$ cat src/rtl/sha1_stream_core.sv
// SHA-1 compression core with a streaming beat interface.
// Pre-padded 512-bit blocks arrive as 32- or 64-bit beats. Each block is
// compressed at UNROLL rounds per clock, and the result is chained into H.
module sha1_stream_core #(
  parameter int IN_W   = 32,
  parameter int UNROLL = 1
) (
  input  logic            clock,
  input  logic            reset,
  input  logic            in_valid,
  output logic            in_ready,
  input  logic [IN_W-1:0] in_data,
  input  logic            in_first,
  output logic [159:0]    digest,
  output logic            digest_valid,
  output logic            busy,
  output logic            err
);

  localparam int BEATS = 512 / IN_W;
  localparam int WPB   = IN_W / 32;
  localparam logic [159:0] H_INIT = 160'h67452301_efcdab89_98badcfe_10325476_c3d2e1f0;
  localparam logic [31:0] K0 = 32'h5a827999;
  localparam logic [31:0] K1 = 32'h6ed9eba1;
  localparam logic [31:0] K2 = 32'h8f1bbcdc;
  localparam logic [31:0] K3 = 32'hca62c1d6;

  typedef enum logic [1:0] {LOAD, ROUND, FINAL} state_t;

  state_t      state, state_next;
  logic [31:0] w [16];
  logic [31:0] a, b, c, d, e;
  logic [31:0] h [5];
  logic [31:0] h_sum [5];
  logic [31:0] base [5];
  logic [3:0]  beat_cnt;
  logic [6:0]  round_cnt;
  logic        chained;
  logic        use_init;
  logic        last_beat;
  logic        last_round;

  logic [31:0] rw [16];
  logic [31:0] ra, rb, rc, rd, re;
  logic [31:0] rf, rk, rtmp, rnew;
  logic [6:0]  rt;

  assign last_beat  = (beat_cnt == 4'(BEATS - 1));
  assign last_round = (round_cnt == 7'(80 - UNROLL));
  assign use_init   = in_first || !chained;

  // State register for the load / round / final sequence
  always_ff @(posedge clock or posedge reset) begin
    if (reset) state <= LOAD;
    else       state <= state_next;
  end

  // Next-state and handshake outputs
  always_comb begin
    state_next = state;
    in_ready   = 1'b0;
    busy       = 1'b0;
    case (state)
      LOAD: begin
        in_ready = 1'b1;
        if (in_valid && last_beat) state_next = ROUND;
      end
      ROUND: begin
        busy = 1'b1;
        if (last_round) state_next = FINAL;
      end
      FINAL: begin
        busy       = 1'b1;
        state_next = LOAD;
      end
      default: state_next = LOAD;
    endcase
  end

  // Starting chaining value: the standard initial H, or the stored H
  always_comb begin
    for (int i = 0; i < 5; i++) begin
      base[i]  = use_init ? H_INIT[159-32*i -: 32] : h[i];
      h_sum[i] = h[i];
    end
    h_sum[0] = h[0] + a;
    h_sum[1] = h[1] + b;
    h_sum[2] = h[2] + c;
    h_sum[3] = h[3] + d;
    h_sum[4] = h[4] + e;
  end

  // UNROLL chained SHA-1 rounds; the window shifts so rw[0] is always W[t]
  always_comb begin
    rw   = w;
    ra   = a;
    rb   = b;
    rc   = c;
    rd   = d;
    re   = e;
    rf   = '0;
    rk   = '0;
    rtmp = '0;
    rnew = '0;
    rt   = '0;
    for (int u = 0; u < UNROLL; u++) begin
      rt = round_cnt + 7'(u);
      if (rt < 7'd20) begin
        rf = (rb & rc) | (~rb & rd);
        rk = K0;
      end else if (rt < 7'd40) begin
        rf = rb ^ rc ^ rd;
        rk = K1;
      end else if (rt < 7'd60) begin
        rf = (rb & rc) | (rb & rd) | (rc & rd);
        rk = K2;
      end else begin
        rf = rb ^ rc ^ rd;
        rk = K3;
      end
      rtmp = {ra[26:0], ra[31:27]} + rf + re + rk + rw[0];
      re   = rd;
      rd   = rc;
      rc   = {rb[1:0], rb[31:2]};
      rb   = ra;
      ra   = rtmp;
      rnew = rw[13] ^ rw[8] ^ rw[2] ^ rw[0];
      for (int i = 0; i < 15; i++) rw[i] = rw[i+1];
      rw[15] = {rnew[30:0], rnew[31]};
    end
  end

  // Datapath: beat capture, round updates, final chaining and error flag
  always_ff @(posedge clock or posedge reset) begin
    if (reset) begin
      for (int i = 0; i < 16; i++) w[i] <= '0;
      for (int i = 0; i < 5; i++) h[i] <= '0;
      a            <= '0;
      b            <= '0;
      c            <= '0;
      d            <= '0;
      e            <= '0;
      beat_cnt     <= '0;
      round_cnt    <= '0;
      chained      <= 1'b0;
      digest       <= '0;
      digest_valid <= 1'b0;
      err          <= 1'b0;
    end else begin
      case (state)
        LOAD: begin
          if (in_valid) begin
            for (int k = 0; k < WPB; k++)
              w[4'(int'(beat_cnt) * WPB + k)] <= in_data[IN_W-1-32*k -: 32];
            if (beat_cnt == 4'd0) begin
              digest_valid <= 1'b0;
              a <= base[0];
              b <= base[1];
              c <= base[2];
              d <= base[3];
              e <= base[4];
              for (int i = 0; i < 5; i++) h[i] <= base[i];
              if (in_first)      err <= 1'b0;
              else if (!chained) err <= 1'b1;
            end
            beat_cnt  <= last_beat ? 4'd0 : beat_cnt + 4'd1;
            round_cnt <= '0;
          end
        end
        ROUND: begin
          w         <= rw;
          a         <= ra;
          b         <= rb;
          c         <= rc;
          d         <= rd;
          e         <= re;
          round_cnt <= last_round ? 7'd0 : round_cnt + 7'(UNROLL);
        end
        FINAL: begin
          for (int i = 0; i < 5; i++) h[i] <= h_sum[i];
          digest       <= {h_sum[0], h_sum[1], h_sum[2], h_sum[3], h_sum[4]};
          digest_valid <= 1'b1;
          chained      <= 1'b1;
        end
        default: ;
      endcase
    end
  end

endmodule
$ cat config.mk
export PLATFORM = sky130hd
export DESIGN_NAME = sha1_stream_core
export DESIGN_NICKNAME = d
export VERILOG_FILES = /design/src/rtl/sha1_stream_core.sv
export SDC_FILE = /design/constraint.sdc
export NUM_CORES = 2
export LEC_CHECK = 0
export ABC_AREA = 0
export CELL_PAD_IN_SITES_DETAIL_PLACEMENT = 1
export CELL_PAD_IN_SITES_GLOBAL_PLACEMENT = 2
export CORE_MARGIN = 2
export CORE_UTILIZATION = 43
export DETAILED_ROUTE_END_ITERATION = 8
export GPL_ROUTABILITY_DRIVEN = 0
export HOLD_SLACK_MARGIN = 0.15
export PLACE_DENSITY = 0.83
export REMOVE_ABC_BUFFERS = 1
export SLEW_MARGIN = 15
export SYNTH_ARGS = -nofsm -noshare
export SYNTH_HDL_FRONTEND = slang
export SYNTH_SLANG_ARGS = --single-unit
$ cat constraint.sdc
create_clock -name clock -period 86.5 [get_ports clock]
set_input_delay 8.65 -clock clock [delete_from_list [all_inputs] [get_ports clock]]
set_output_delay 8.65 -clock clock [all_outputs]
set_load 0.005 [all_outputs]
==> impl_metrics.toml <==
[grt]
groute.usage.overall_pct = 26.91
grt_max_degree = 211
grt_pass1_vias = 45160
grt-ovfl-total = 0
grt_antenna_before_repair = 6
grt_pass1_wl_mm = 268.7

[floorplanning]
die_h_um = 358.2
num_io_pins = 200
start_util_pct = 43.46
core-area_mm2 = 0.1241
die_x_um = 358.2
dieArea_mm2 = 0.1283
fp-row-count = 129

[timing]
worstMarginPinSlew_ns = 1.228
maxSlewViolCount = 0
setup_violations = 0
final.setup.tns_ns = 0
rsz0062_at_grt = "no"
fmax_ghz = 0.08273
finalCritPeriodShare_pct = 13.97
max_slew_margin_pct = 18.12
hold_violations = 0
timing.final.ws_setup_ns = 74.41
layout_min_cycle_time_ns = 12.09
skew_ns = 0.03724
fin_hold_ws_ns = 0.4590

[synth]
synth_area_leaders = "dfrtp_1 (47%), nand2_1 (8.1%), a21oi_1 (5.8%), ha_1 (4.7%), fa_1 (4.6%)"
yosysSeqAreaShare_pct = 46.77
post-synth-top-count-cell = "nand2_1"
synth_area_mm2 = 0.05394
synth_area_leader_cell = "dfrtp_1"
yosys_most_used_dff = "dfrtp_1"
synth-async-reset-ratio_pct = 100.0
synth_top_area_share_pct = 46.77
yosys_register_bits = 1008
synthCells = 5811
avgSynthCellArea_um2 = 9.282
synth_cell_type_count = 82
yosysWarnings = 0
synth_edf_count = 0
synth_common_cells = "nand2_1 (1160), dfrtp_1 (1008), a21oi_1 (628), o21ai_0 (441), nor2_1 (333)"

[drt]
wl_per_cell_um = 22.51
ant_nets = 0
num_vias = 42940
drc = 0
dr.first_iter.drc_count = 2700
vias_per_cell = 5.662
drt_wl_total_mm = 170.7
first_pass_iters = 6

[hold_path]
holdCritPathClass = "flip-flop to flip-flop"

[finish]
nets = 6212
stdcell_area_mm2 = 0.06139
post-route-util_pct = 49.46
area_growth_pct = 13.82
stdcell_count = 7584
drive_above_1_share_pct = 7.388

[clock_network]
post_cts_buffers = 0
clk_latency_ns = 0.75
htreeDepth = 3
cts_tree = "built"
cts_root_buffer = "clkbuf_16"
holdBufCountCts = 0
numClockSinks = 1008
path_clk_slew_ns = 0.06
cts_resized = 0
cts_buffers = 115
clk_path_buf_depth = 3

[power]
p_switching_uw = 220.9
swShare_pct = 22.14
pwr_density_cell_mw_per_mm2 = 16.25
power.leakage_nw = 28.26
peakVddDrop_mv = 0.01845
p_int_uw = 776.8
clockPowerShare_pct = 51.5
total_power_uw = 997.8
comb_power_share_pct = 1.2
p_seq_share_pct = 47.3

[placement]
post-dp-hpwl_mm = 115.4
pre_cts_ws_ns = 73.43
place_area_mm2 = 0.05741
place_inst = 7370
port-buffer-count = 199

[setup_path]
critical_path_required_ns = 87.31
crit_arrival_ns = 12.90
critPathLaunchType = "primary input"
end_kind = "asynchronous set/reset pin"
crit_type = "primary input to asynchronous set/reset pin"
path_max_fanout = 96

[status]
outcome = "finished, final reports clean"

[flow_run]
drv_cap = 0
[critical path, cell delays in order]
cell and delay [ns]:
clkdlybuf4s50_1 0.49, inv_8 0.49, buf_4 0.86, buf_4 0.69, buf_4 0.81, buf_4 0.67
[cell usage in the layout (no fill, tap or decap), types with 25 or more instances in the layout]
| master | instances |
|---|---|
| xnor2_1 | 226 |
| buf_4 | 60 |
| o21bai_1 | 25 |
| xor2_1 | 42 |
| o211ai_1 | 26 |
| clkdlybuf4s50_1 | 199 |
| a31oi_1 | 46 |
| a211oi_1 | 48 |
| nand2_1 | 1157 |
| inv_1 | 246 |
| nand3_1 | 61 |
| ha_1 | 199 |
| o21ai_0 | 441 |
| mux2i_1 | 25 |
| dfrtp_1 | 1008 |
| a21oi_1 | 620 |
| clkbuf_1 | 25 |
| or3_1 | 66 |
| nor2b_1 | 52 |
| clkbuf_16 | 116 |
| fa_1 | 125 |
| nand2b_1 | 29 |
| and3_1 | 86 |
| a22o_1 | 69 |
| a21o_1 | 68 |
| nor2_1 | 329 |
| nor3_1 | 47 |
| mux2_2 | 141 |
[layout make-up]
cell class,instances,area (um^2)
well taps,1637,2048
clock buffers,165,3327
repair buffers,262,2502
diodes,5,12.51
fillers,13900,62730
clock inverters,44,644.4
multi-input cells,4214,26690
inverters,249,943.4
flip-flops and latches,1008,25220
[sequential cells by signal, summed over array words and instances (netlist names)]
register      cells
digest_valid      1
chained           1
a                32
digest          160
h               160
err               1
state             2
beat_cnt          4
c                32
rw              480
e                32
b                32
d                32
w                32
round_cnt         7
[worst paths after layout]
| check | startpoint | end | slack (ns) | depth (start not counted) |
|---|---|---|---|---|
| worst max-delay path | reset | d[20]$_DFFE_PP0P_ | 74.41 | 6 |
| worst min-delay path | rw[196]$_DFFE_PP0P_ | rw[228]$_DFFE_PP0P_ | 0.46 | 2 |
| worst max register to register | round_cnt[4]$_DFFE_PP0P_ | a[17]$_DFFE_PP0P_ | 79.47 | 25 |
| worst min register to register | rw[196]$_DFFE_PP0P_ | rw[228]$_DFFE_PP0P_ | 0.46 | 2 |
| max in group clock | in_valid | h[31]$_DFFE_PP0P_ | 74.75 | 11 |
| min in group asynchronous | reset | rw[193]$_DFFE_PP0P_ | 8.42 | 2 |
[cells by family (layout without fill, tap and decap cells)]
| kind of cell | count (synthesis) | after routing | synth area share, % |
|---|---|---|---|
| other | 0 | 5 | 0 |
| AND/OR/NAND/NOR | 1884 | 1884 | 14.73 |
| multiplexers | 166 | 166 | 3.408 |
| XOR/XNOR | 268 | 268 | 4.352 |
| buffers and inverters | 589 | 720 | 4.106 |
| AO/OA/AOI/OAI | 1570 | 1570 | 17.34 |
| flip-flops | 1008 | 1008 | 46.77 |
| adder cells (fa/ha/maj) | 326 | 326 | 9.302 |
[metal layers]
layer	share of wire (%)	wire, um	track usage (%)	vias to the layer above
li1	-	-	-	19970
met1	46	78200	37.05	21930
met2	47	79970	44.07	794
met3	3.7	6263	2.731	250
met4	3.7	6296	10.09	0
met5	0	0	0	-
[power by group through the flow]
stage               clock (mW)  combinational [mW]  sequential [mW]
global placement             0              0.0127            0.480
detailed placement           0              0.0127            0.480
finish                   0.514              0.0119            0.472
floorplan                    0             0.00701            0.481
CTS                      0.526              0.0127            0.472
global route             0.544              0.0138            0.471
Power figures use the tool's default switching activity.
